==> src/rtl/path_stack_replay.sv <==
// path_stack_replay
//   Path stack for a maze solver: the solver pushes each direction step it
//   takes and pops when it backtracks.  On a fresh run request the stored
//   path is replayed oldest-first, one move pulse every two cycles, and a
//   one-cycle replayDone pulse marks the end of the replay.
//
// Parameters
//   DEPTH  number of stored direction entries (power of two, 2..256)
//   DW     direction code width (00 up, 01 right, 10 down, 11 left)
//
// Ports
//   clk         clock, rising edge
//   rst         asynchronous active-high reset
//   push        store dirIn on top of the stack
//   pop         discard the top entry
//   dirIn       direction to push
//   run         replay request (needs a low cycle in IDLE to re-arm)
//   empStck     stack empty
//   full        stack holds DEPTH entries
//   busy        replay in progress; push/pop ignored while high
//   move        one-cycle pulse, dirOut valid in the same cycle
//   dirOut      replayed direction, holds its last value between moves
//   replayDone  one-cycle pulse at replay end
//   err         sticky overflow/underflow flag
//
// Build option
//   PATH_STACK_ERR_EN  when defined, err sets on push-when-full (push only)
//                      or pop-when-empty (pop only) and holds until reset;
//                      when undefined, err is tied low.

module path_stack_replay #(
  parameter int unsigned DEPTH = 256,
  parameter int unsigned DW    = 2
) (
  input  logic          clk,
  input  logic          rst,
  input  logic          push,
  input  logic          pop,
  input  logic [DW-1:0] dirIn,
  input  logic          run,
  output logic          empStck,
  output logic          full,
  output logic          busy,
  output logic          move,
  output logic [DW-1:0] dirOut,
  output logic          replayDone,
  output logic          err
);

  localparam int unsigned AW = (DEPTH > 1) ? $clog2(DEPTH) : 1;
  localparam logic [AW:0]   SP_ONE  = (AW+1)'(1);
  localparam logic [AW:0]   SP_FULL = (AW+1)'(DEPTH);
  localparam logic [AW-1:0] A_ONE   = AW'(1);

  typedef enum logic [1:0] {IDLE, EMIT, GAP, DONE} state_t;

  state_t        state_q;
  logic [AW:0]   sp_q, sp_d;
  logic [AW:0]   rd_ptr_q, rd_nxt;
  logic          armed_q;
  logic          move_q, done_q, busy_q;
  logic [DW-1:0] dir_q;
  logic [DW-1:0] mem_q [DEPTH];

  logic          stack_en;
  logic          wr_en;
  logic [AW-1:0] wr_addr;

  assign empStck    = (sp_q == '0);
  assign full       = (sp_q == SP_FULL);
  assign busy       = busy_q;
  assign move       = move_q;
  assign dirOut     = dir_q;
  assign replayDone = done_q;

  // The stack is only touched while the replay engine is idle.
  assign stack_en = (state_q == IDLE);
  assign rd_nxt   = rd_ptr_q + SP_ONE;

  always_comb begin
    sp_d    = sp_q;
    wr_en   = 1'b0;
    wr_addr = sp_q[AW-1:0];
    if (stack_en) begin
      if (push && pop) begin
        wr_en = 1'b1;
        if (empStck) begin
          sp_d = sp_q + SP_ONE;
        end else begin
          // Replace the top entry in place; depth is unchanged.
          wr_addr = sp_q[AW-1:0] - A_ONE;
        end
      end else if (push) begin
        if (!full) begin
          wr_en = 1'b1;
          sp_d  = sp_q + SP_ONE;
        end
      end else if (pop) begin
        if (!empStck) begin
          sp_d = sp_q - SP_ONE;
        end
      end
    end
  end

  // Storage has no reset: contents survive rst, only sp is cleared.
  always_ff @(posedge clk) begin
    if (wr_en) begin
      mem_q[wr_addr] <= dirIn;
    end
  end

  always_ff @(posedge clk or posedge rst) begin
    if (rst) begin
      sp_q <= '0;
    end else begin
      sp_q <= sp_d;
    end
  end

  // Replay FSM; move/dirOut/replayDone/busy are registered and loaded on
  // the transition into the state that presents them.
  always_ff @(posedge clk or posedge rst) begin
    if (rst) begin
      state_q  <= IDLE;
      rd_ptr_q <= '0;
      armed_q  <= 1'b0;
      move_q   <= 1'b0;
      done_q   <= 1'b0;
      busy_q   <= 1'b0;
      dir_q    <= '0;
    end else begin
      move_q <= 1'b0;
      done_q <= 1'b0;
      case (state_q)
        IDLE: begin
          if (!run) begin
            armed_q <= 1'b1;
          end else if (armed_q) begin
            armed_q  <= 1'b0;
            rd_ptr_q <= '0;
            busy_q   <= 1'b1;
            if (!empStck) begin
              state_q <= EMIT;
              move_q  <= 1'b1;
              dir_q   <= mem_q[0];
            end else begin
              state_q <= DONE;
              done_q  <= 1'b1;
            end
          end
        end
        EMIT: begin
          state_q <= GAP;
        end
        GAP: begin
          rd_ptr_q <= rd_nxt;
          if (rd_nxt == sp_q) begin
            state_q <= DONE;
            done_q  <= 1'b1;
          end else begin
            state_q <= EMIT;
            move_q  <= 1'b1;
            dir_q   <= mem_q[rd_nxt[AW-1:0]];
          end
        end
        DONE: begin
          state_q <= IDLE;
          busy_q  <= 1'b0;
        end
        default: begin
          state_q <= IDLE;
          busy_q  <= 1'b0;
        end
      endcase
    end
  end

`ifdef PATH_STACK_ERR_EN
  logic err_q;

  always_ff @(posedge clk or posedge rst) begin
    if (rst) begin
      err_q <= 1'b0;
    end else if (stack_en && ((push && !pop && full) || (pop && !push && empStck))) begin
      err_q <= 1'b1;
    end
  end

  assign err = err_q;
`else
  assign err = 1'b0;
`endif

endmodule
==> config.mk <==
export PLATFORM = sky130hd
export DESIGN_NAME = path_stack_replay
export DESIGN_NICKNAME = d
export VERILOG_FILES = /design/src/rtl/path_stack_replay.sv
export SDC_FILE = /design/constraint.sdc
export NUM_CORES = 1
export LEC_CHECK = 0
export BUFFER_PORTS_ARGS = -buffer_cell sky130_fd_sc_hd__buf_2
export CAP_MARGIN = 10
export CORE_MARGIN = 8
export CORE_UTILIZATION = 61
export CTS_CLUSTER_SIZE = 16
export DETAILED_ROUTE_END_ITERATION = 16
export GPL_TIMING_DRIVEN = 1
export HOLD_SLACK_MARGIN = 0.12
export PLACE_DENSITY = 0.8
export SETUP_SLACK_MARGIN = 0.02
export SLEW_MARGIN = 40
export SYNTH_ARGS = -nofsm -noshare
export SYNTH_HDL_FRONTEND = slang
export SYNTH_SLANG_ARGS = --single-unit
export TNS_END_PERCENT = 20
==> constraint.sdc <==
create_clock -name clk -period 3.3 [get_ports clk]
set_input_delay 0.99 -clock clk [delete_from_list [all_inputs] [get_ports clk]]
set_output_delay 0.99 -clock clk [all_outputs]
set_load 0.01 [all_outputs]
==> results.py <==
metrics = {
    "power_and_ir_drop": {
        "switchingPower_uw": 6870,
        "seq_power_share_pct": 37.3,
        "comb_power_share_pct": 36.5,
        "power.density_mw_per_mm2": 816,
        "p_leak_uw": 0.00817,
        "intPower_uw": 14100,
        "peakVddDrop_mv": 0.473,
        "p_sw_share_pct": 32.8,
        "p_clk_share_pct": 26.2,
    },
    "critical_path": {
        "cp.required_ps": 3760,
        "path_max_fanout": 26,
        "criticalPathCategory": "register to register",
        "start_kind": "register",
        "arrival_ps": 3540,
        "critPathCaptureType": "register",
    },
    "die": {
        "core-area_mm2": 0.0376,
        "num_rows": 71,
        "io_pins": 15,
        "chipHeight_um": 211,
        "start_util_pct": 61.8,
        "die_w_um": 211,
        "dieArea_mm2": 0.0445,
    },
    "clocking": {
        "cts-buffers-inserted": 52,
        "htreeDepth": 2,
        "root_buffer": "clkbuf_16",
        "clk_pin_slew_ps": 70,
        "cts_sinks": 538,
        "cts.path.max_buffers": 3,
        "cts_tree": "built",
        "postCtsHoldBufs": 0,
        "cts_resized": 0,
        "clock_latency_ps": 580,
        "post_cts_buffers": 0,
    },
    "timing": {
        "worst-slew-pin-transition_ps": 823,
        "period_needed_ps": 3080,
        "slew_viol_final": 0,
        "report.final.hold_viol_count": 0,
        "rsz0062_at_grt": "no",
        "fin_crit_sh_pct": 93.5,
        "skew_ps": 18.2,
        "max_slew_margin_pct": 44.9,
        "whs_ps": 467,
        "clock.fmax_ghz": 0.324,
        "finalWorstSetupSlack_ps": 216,
        "setup_viol": 0,
        "tns_ps": 0,
    },
    "finish": {
        "area_delta_synth_final_pct": 10.7,
        "multi_input_area_mm2": 0.00659,
        "fill_cells": 2353,
        "ff_latch_area_mm2": 0.0160,
        "drive_gt1_share_pct": 21.1,
        "n_antenna_cell": 0,
        "fin_nets": 1518,
    },
    "synth": {
        "ys_ff_latch": 538,
        "syn-cell-area_mm2": 0.0232,
        "synth_area_per_cell_um2": 16.0,
        "synth_flop_cell": "edfxtp_1",
        "synth_cells": 1455,
        "syn-num-nets": 1466,
        "synth_area_leader_cell": "edfxtp_1",
        "async_flop_share_pct": 4.83,
        "synth-edff-count": 512,
        "yosysWarnings": 0,
        "synth_top_area_share_pct": 66.2,
        "yosysSeqAreaShare_pct": 69.0,
        "synth_cell_types": 72,
        "synth_area_leaders": "edfxtp_1, mux4_2, nor2_1, dfrtp_1, nand2_1",
    },
    "global_routing": {
        "grt_pass1_vias": 13700,
        "track_usage_pct": 24.6,
        "grt_max_degree": 112,
        "overflow": 0,
        "antenna_found_initial": 0,
        "grt_first_pass_wirelength_mm": 82.1,
    },
    "route": {
        "ant_nets": 0,
        "vias_per_cell": 6.50,
        "drtPass1Iterations": 6,
        "vias": 13300,
        "wl_mm": 54.4,
        "drc": 0,
        "drt_iter0_drc": 1653,
        "post_drt_wl_per_cell_um": 26.5,
    },
    "hold_path": {
        "hold_class": "primary input to async pin",
    },
    "outcome": {
        "status": "finished clean",
    },
    "place": {
        "io_buffers": 13,
        "place.gp.congestion": 0.906,
        "dp_hpwl_mm": 33.0,
        "dp_slack_ps": 67.6,
    },
    "job": {
        "cap_violations": 0,
    },
}
-- layer usage --
| layer | global-route usage [%] | routed length, um | up-vias |
|---|---|---|---|
| met5 | 0 | 0 | - |
| met4 | 12.5 | 2880 | 0 |
| met3 | 4.15 | 5510 | 168 |
| met2 | 40.1 | 26200 | 837 |
| met1 | 32.0 | 19800 | 6695 |
| li1 | - | - | 5646 |
-- sequential cells by signal, summed over array words and instances (netlist names) --
| name | count |
|---|---|
| sp_q | 9 |
| state_q | 2 |
| replayDone | 1 |
| busy | 1 |
| move | 1 |
| armed_q | 1 |
| dirOut | 2 |
| rd_ptr_q | 9 |
| mem_q | 512 |
-- critical path, stage by stage, from the launching register on --
cell and delay [ps]:
dfrtp_4 580, ha_4 630, buf_12 230, buf_12 190, mux4_2 360, a32o_1 280, nor3_1 240, o211ai_1 210
nand4_1 160, o31ai_2 60
-- path summary, 6_finish.rpt --
kind                             start     endpoint  slack, ps  depth (start not counted)
min in group clk           rd_ptr_q[8]  rd_ptr_q[8]        520                          1
max in group asynchronous          rst  rd_ptr_q[0]       2400                          2
hold reg to reg            rd_ptr_q[8]  rd_ptr_q[8]        520                          1
setup reg to reg           rd_ptr_q[0]    dirOut[0]        220                          9
hold / removal                     rst    dirOut[0]        470                          2
setup / recovery           rd_ptr_q[0]    dirOut[0]        220                          9
-- kinds of logic (layout without fill, tap and decap cells) --
kind of cell,after synthesis,in the layout,synth area share (%)
AO/OA/AOI/OAI,101,101,3.20
other,1,1,0.0162
buffers and inverters,107,195,2.67
flip-flops,538,538,69.0
XOR/XNOR,33,33,1.55
multiplexers,158,158,13.7
AND/OR/NAND/NOR,513,513,9.56
adder cells (fa/ha/maj),4,4,0.216
-- power by group through the flow --
stage / logic, uW / clock network (uW) / registers (uW)
2_1_floorplan: 5440 / 0 / 7830
3_3_place_gp: 7390 / 0 / 7940
3_5_place_dp: 7550 / 0 / 7940
4_1_cts: 7620 / 5520 / 7810
5_1_grt: 8090 / 5770 / 7820
6_report: 7650 / 5490 / 7810
-- per-stage QoR --
| stage | cell area (um2) | instances | utilization [%] | power (uW) |
|---|---|---|---|---|
| 2_1_floorplan | 23200 | 1455 | - | 13300 |
| 3_3_place_gp | 24100 | 1964 | 64.3 | 15300 |
| 3_5_place_dp | 24200 | 1964 | 64.3 | 15500 |
| 4_1_cts | 25700 | 2054 | 68.4 | 21000 |
| 5_1_grt | 25700 | 2054 | 68.4 | 21700 |
| 6_report | 25700 | 2054 | 68.4 | 21000 |
-- cell type report --
class / instances / share of cell area [%]
clock inverter: 24 / 0.638
multi-input combinational: 810 / 25.6
inverter: 11 / 0.161
clock buffer: 66 / 5.35
timing repair buffer: 94 / 3.35
sequential: 538 / 62.4
tap: 511 / 2.49
-- synthesized netlist by cell type (6+ instances only) --
library cell / instances
edfxtp_1: 512
nor2_1: 292
mux4_2: 126
nand2_1: 119
buf_2: 42
nand3_1: 31
mux2i_1: 30
dfrtp_1: 26
o21ai_0: 21
clkbuf_1: 19
buf_6: 15
xnor2_1: 15
buf_4: 14
a21oi_1: 13
xor2_1: 13
nand4_1: 12
a31oi_1: 11
inv_1: 11
a22oi_1: 8
nand2b_1: 8
nor3_1: 8
buf_1: 6
nand2_2: 6
-- cells in the final DEF (no fill, tap or decap), types with 5 or more instances in the layout --
| master | Yosys | layout |
|---|---|---|
| nor3_1 | 8 | 8 |
| xnor2_1 | 15 | 14 |
| clkbuf_16 | 0 | 53 |
| dfrtp_1 | 26 | 25 |
| a22oi_1 | 8 | 8 |
| nand3_1 | 31 | 31 |
| nand2_1 | 119 | 119 |
| inv_1 | 11 | 10 |
| nand2_2 | 6 | 6 |
| nand2b_1 | 8 | 8 |
| a21oi_1 | 13 | 13 |
| o22ai_2 | 5 | 5 |
| clkbuf_1 | 19 | 13 |
| buf_2 | 42 | 11 |
| edfxtp_1 | 512 | 512 |
| mux4_2 | 126 | 126 |
| and2_1 | 5 | 5 |
| mux2i_1 | 30 | 30 |
| buf_4 | 14 | 67 |
| nand4_1 | 12 | 12 |
| o21ai_0 | 21 | 21 |
| o21ai_1 | 5 | 5 |
| and3_1 | 5 | 5 |
| a31oi_1 | 11 | 11 |
| clkinv_2 | 0 | 5 |
| xor2_1 | 13 | 13 |
| nor2_1 | 292 | 292 |
| buf_12 | 0 | 14 |
| clkinv_1 | 0 | 14 |
(Power assumes the default switching activity.)
